### src/rtl/mips_pkg.sv
// Shared MIPS pipeline definitions: register index width, hazard FSM states and
// the NOP encoding loaded into IF/ID on a flush.
package mips_pkg;

    localparam int REG_W = 5;

    // sll $0,$0,0 encodes as all zeros
    localparam logic [31:0] NOP_INSTR = 32'h0000_0000;

    typedef enum logic [1:0] {
        ST_INIT  = 2'd0,
        ST_RUN   = 2'd1,
        ST_STALL = 2'd2,
        ST_FLUSH = 2'd3
    } hz_state_t;

    // Which priority case governs the controls in the current cycle
    typedef enum logic [2:0] {
        CASE_INIT,
        CASE_BUSY,
        CASE_BRANCH,
        CASE_HAZARD,
        CASE_NORMAL
    } hz_case_t;

endpackage

### src/rtl/mips_hazard_detect.sv
// Combinational load-use compare between the instruction in decode and a load in ex.
// Kept standalone so the forwarding unit can share the same compare.
module mips_hazard_detect
    import mips_pkg::*;
#(
    parameter int REG_W = mips_pkg::REG_W
) (
    input  logic [REG_W-1:0] id_rs,
    input  logic [REG_W-1:0] id_rt,
    input  logic             id_uses_rt,
    input  logic             ex_mem_read,
    input  logic [REG_W-1:0] ex_rt,
    output logic             hazard_lu
);

    logic rs_match;
    logic rt_match;

    assign rs_match = (ex_rt == id_rs);
    assign rt_match = id_uses_rt && (ex_rt == id_rt);

    // $zero is never a real producer, so a load targeting it cannot cause a hazard
    assign hazard_lu = ex_mem_read && (ex_rt != '0) && (rs_match || rt_match);

endmodule

### src/rtl/mips_hazard_ctrl.sv
// Pipeline hazard/sequencing controller: init hold, memory-busy freeze, taken-branch
// squash and load-use stall. Define MIPS_HAZARD_PERF_EN to build the stall/flush counters.
module mips_hazard_ctrl
    import mips_pkg::*;
#(
    parameter int INIT_HOLD = 2,
    parameter int REG_W     = mips_pkg::REG_W,
    parameter int CNT_W     = 16
) (
    input  logic             clk,
    input  logic             rst_n,
    input  logic [REG_W-1:0] id_rs,
    input  logic [REG_W-1:0] id_rt,
    input  logic             id_uses_rt,
    input  logic             ex_mem_read,
    input  logic [REG_W-1:0] ex_rt,
    input  logic             mem_pc_src,
    input  logic             mem_busy,
    output logic             pc_write,
    output logic             ifid_write,
    output logic             ifid_flush,
    output logic             idex_bubble,
    output logic             exmem_flush,
    output logic             pipe_freeze,
    output logic [1:0]       state,
    output logic [CNT_W-1:0] stall_cnt,
    output logic [CNT_W-1:0] flush_cnt
);

    hz_state_t  cur_state;
    hz_case_t   act_case;
    logic [3:0] hold_cnt;
    logic       hazard_lu;

    mips_hazard_detect #(.REG_W(REG_W)) u_detect (
        .id_rs       (id_rs),
        .id_rt       (id_rt),
        .id_uses_rt  (id_uses_rt),
        .ex_mem_read (ex_mem_read),
        .ex_rt       (ex_rt),
        .hazard_lu   (hazard_lu)
    );

    // NOTE: every output gets a default before the case so no path leaves a latch.
    always_comb begin
        pc_write    = 1'b0;
        ifid_write  = 1'b0;
        ifid_flush  = 1'b0;
        idex_bubble = 1'b0;
        exmem_flush = 1'b0;
        pipe_freeze = 1'b0;

        if (cur_state == ST_INIT) act_case = CASE_INIT;
        else if (mem_busy)        act_case = CASE_BUSY;
        else if (mem_pc_src)      act_case = CASE_BRANCH;
        else if (hazard_lu)       act_case = CASE_HAZARD;
        else                      act_case = CASE_NORMAL;

        case (act_case)
            CASE_INIT: begin
                ifid_write  = 1'b1;
                ifid_flush  = 1'b1;
                idex_bubble = 1'b1;
                exmem_flush = 1'b1;
            end
            CASE_BUSY: begin
                pipe_freeze = 1'b1;
            end
            CASE_BRANCH: begin
                // fetch loads the branch target on the same edge the younger stages squash
                pc_write    = 1'b1;
                ifid_write  = 1'b1;
                ifid_flush  = 1'b1;
                idex_bubble = 1'b1;
                exmem_flush = 1'b1;
            end
            CASE_HAZARD: begin
                idex_bubble = 1'b1;
            end
            default: begin
                pc_write   = 1'b1;
                ifid_write = 1'b1;
            end
        endcase
    end

    // NOTE: reset is synchronous, so it is tested inside the clocked block; all state uses <=.
    always_ff @(posedge clk) begin
        if (!rst_n) begin
            cur_state <= ST_INIT;
            hold_cnt  <= 4'd0;
        end else begin
            case (act_case)
                CASE_INIT: begin
                    if (hold_cnt == 4'(INIT_HOLD - 1)) cur_state <= ST_RUN;
                    if (hold_cnt != 4'hF) hold_cnt <= hold_cnt + 4'd1;
                end
                CASE_BUSY:   cur_state <= cur_state;
                CASE_BRANCH: cur_state <= ST_FLUSH;
                CASE_HAZARD: cur_state <= ST_STALL;
                default:     cur_state <= ST_RUN;
            endcase
        end
    end

    assign state = cur_state;

`ifdef MIPS_HAZARD_PERF_EN
    logic [CNT_W-1:0] stall_q;
    logic [CNT_W-1:0] flush_q;

    always_ff @(posedge clk) begin
        if (!rst_n) begin
            stall_q <= '0;
            flush_q <= '0;
        end else begin
            if (act_case == CASE_HAZARD) stall_q <= stall_q + 1'b1;
            if (act_case == CASE_BRANCH) flush_q <= flush_q + 1'b1;
        end
    end

    assign stall_cnt = stall_q;
    assign flush_cnt = flush_q;
`else
    assign stall_cnt = '0;
    assign flush_cnt = '0;
`endif

endmodule

### config.mk
export PLATFORM = sky130hd
export DESIGN_NAME = mips_hazard_ctrl
export DESIGN_NICKNAME = d
export VERILOG_FILES = /design/src/rtl/mips_pkg.sv /design/src/rtl/mips_hazard_detect.sv /design/src/rtl/mips_hazard_ctrl.sv
export SDC_FILE = /design/constraint.sdc
export NUM_CORES = 1
export LEC_CHECK = 0
export ABC_AREA = 1
export ABC_CLOCK_PERIOD_IN_PS = 4100
export CORE_UTILIZATION = 36
export DETAILED_ROUTE_END_ITERATION = 10
export GPL_TIMING_DRIVEN = 0
export PLACE_DENSITY = 0.95
export SLEW_MARGIN = 30
export SYNTH_ARGS = -nofsm -noshare
export SYNTH_HDL_FRONTEND = slang
export SYNTH_SLANG_ARGS = --single-unit
### constraint.sdc
create_clock -name clk -period 4.1 [get_ports clk]
set_clock_uncertainty 0.2 [all_clocks]
set_input_delay 0.82 -clock clk [delete_from_list [all_inputs] [get_ports clk]]
set_output_delay 0.82 -clock clk [all_outputs]
set_load 0.01 [all_outputs]
==> reports/results.tsv <==
stage	metric	value	unit
run_status	status	complete, no violations	
floorplan	die_y	49.3	um
global_routing	grt_pass1_vias	656	
floorplan	io_pins	61	
sta	tns	0	ps
detailed_routing	drt_iter0_markers	8	
detailed_routing	route.detailed.drc	0	
sta	slew_viol_final	0	
sta	hold_viol_final	0	
floorplan	row_count	16	
place	io_buffers	28	
critical_path	crit_path_end_kind	output pin	
detailed_routing	via_per_inst	3.69	
worst_hold_path	hold_class	reg -> reg	
floorplan	fp.dieArea	2430	sq um
power_and_ir_drop	power.leakage	0.754	nW
critical_path	crit_required	3080	ps
power_and_ir_drop	ir_worst_vdd	0.169	mV
place	gp_congestion	0.791	
clocking	ctsHoldBuffers	0	
global_routing	antenna_found_initial	0	
critical_path	path_class	in -> out	
logic_synthesis	synth_seq_area_share	14.9	%
floorplan	core_area	2040	sq um
power_and_ir_drop	swShare	37.4	%
clocking	cts_setup_buffers	0	
sta	timing.fmax	0.275	GHz
floorplan	initial_core_util	39.5	%
clocking	cts_resized	0	
final_layout	diodes	0	
detailed_routing	vias	835	
detailed_routing	wirelength	1680	um
critical_path	arrival	2620	ps
final_layout	drive_gt1_share	22.1	%
power_and_ir_drop	internal-power	0.196	mW
place	post-dp-hpwl	1490	um
power_and_ir_drop	p_per_area	248	nW/um^2
clocking	cts_made_buffers	3	
final_layout	fillCellCount	196	
global_routing	grt_pass1_wl	2630	um
clocking	numClockSinks	6	
clocking	path_clk_slew	50	ps
logic_synthesis	syn-cell-area	807	sq um
place	placed_area	1240	sq um
logic_synthesis	ys_types	18	
clocking	cts_tree	yes	
global_routing	track_usage	14.3	%
final_layout	area_growth	56.1	%
detailed_routing	firstDrtPassIters	6	
clocking	cts-root-buf	clkbuf_4	
logic_synthesis	syn_avg_cell_area	5.89	sq um
sta	hold_ws	325	ps
detailed_routing	drt-wirelength-per-cell	7.42	um
critical_path	cp_max_fo	4	
sta	finalCritPeriodShare	88.8	%
logic_synthesis	yosys_warnings	0	
final_layout	design_area	1260	sq um
run	cap_violations	0	
final_layout	final_common_cell	nand2_1	
power_and_ir_drop	p_sw	0.117	mW
critical_path	crit_path_start_kind	input port	
clocking	clockBufferDepth	2	
sta	rsz0062_at_grt	no	
power_and_ir_drop	p_comb_share	55.9	%
logic_synthesis	ys_ff_latch	6	
floorplan	die_w	49.3	um
final_layout	final_nets	224	
final_layout	mostFrequentLayoutCells	nand2_1, buf_4, conb_1	
sta	setup-violations-final	0	
clocking	h-tree-depth	1	
power_and_ir_drop	p_seq_share	26.4	%
global_routing	grt_max_degree	7	
clocking	clkLatencyLatePin	250	ps
detailed_routing	ant_nets	0	
sta	finalCriticalPeriod	3640	ps
logic_synthesis	synth_cells	137	
power_and_ir_drop	power_frac_clock	17.8	%
global_routing	grt-ovfl-total	0	
-- per-stage QoR --
stage / util [%] / worst slack (ps) / instances / power (mW)
finish: 61.7 / 458 / 226 / 0.312
global route: 61.7 / 349 / 226 / 0.340
CTS: 61.7 / 475 / 226 / 0.313
detailed placement: 60.6 / 480 / 223 / 0.256
global placement: 60.6 / 522 / 223 / 0.249
floorplan: - / 1520 / 168 / 0.187
-- worst max-delay path, cell delays in order --
cell	delay (ps)
clkdlybuf4s50_1	560
inv_2	40
nand2_1	50
nand2_1	50
nor2_1	130
nand3_1	90
nand2_1	90
nand2_2	70
nand2_2	60
nand2_2	60
nand2_1	70
clkdlybuf4s50_1	540
-- synthesized netlist by cell type, drive strengths merged --
library cell	n	area (sq um)
nand3	4	20.0
dfxtp	6	120
nand4	1	6.26
a21oi	4	23.8
xnor2	1	8.76
ha	2	25.0
o21ai	8	40.0
xor2	1	8.76
conb	1	3.75
nor2	15	66.3
inv	24	90.1
buf	33	248
nand2	37	146
-- worst paths after layout --
path / start / to / slack (ps) / cells past startpoint
min: state[1] / state[1] / 320 / 2
min reg2reg: state[1] / state[1] / 320 / 2
max reg2reg: hold_cnt[0] / hold_cnt[3] / 2650 / 7
max: ex_rt[4] / idex_bubble / 460 / 12
-- registers in the layout, summed over array words and instances (netlist names) --
| signal | cells |
|---|---|
| state | 2 |
| hold_cnt | 4 |
-- routing by layer --
layer,part of all wire (%),vias up,GRT usage [%]
li1,-,468,-
met1,40,330,14.3
met2,52,35,26.5
met3,7.0,2,5.92
met4,0.60,0,4.41
met5,0,-,0
-- cell families (layout without fill, tap and decap cells) --
group,count (synthesis),count (layout),share of synthesized area [%]
AO/OA/AOI/OAI,12,12,7.91
XOR/XNOR,2,2,2.17
flip-flops,6,6,14.9
other,1,32,0.465
adder cells (fa/ha/maj),2,2,3.10
AND/OR/NAND/NOR,57,57,29.6
buffers and inverters,57,88,41.9
-- power by group through the flow --
stage               sequential, mW  clock, mW  combinational [mW]
global route                0.0845     0.0639               0.192
finish                      0.0824     0.0555               0.175
CTS                         0.0820     0.0562               0.174
global placement            0.0825          0               0.167
floorplan                   0.0825          0               0.104
detailed placement          0.0831          0               0.173
-- final cells by class --
cell class | instances | area [sq um] | area share (%)
clock buffers | 3 | 22.5 | 1.79
inverters | 24 | 90.1 | 7.15
multi-input cells | 105 | 465 | 36.9
well taps | 27 | 33.8 | 2.68
repair buffers | 28 | 280 | 22.2
plain buffers | 33 | 248 | 19.7
flip-flops and latches | 6 | 120 | 9.53
No activity file was read; power rests on OpenSTA's default activity.
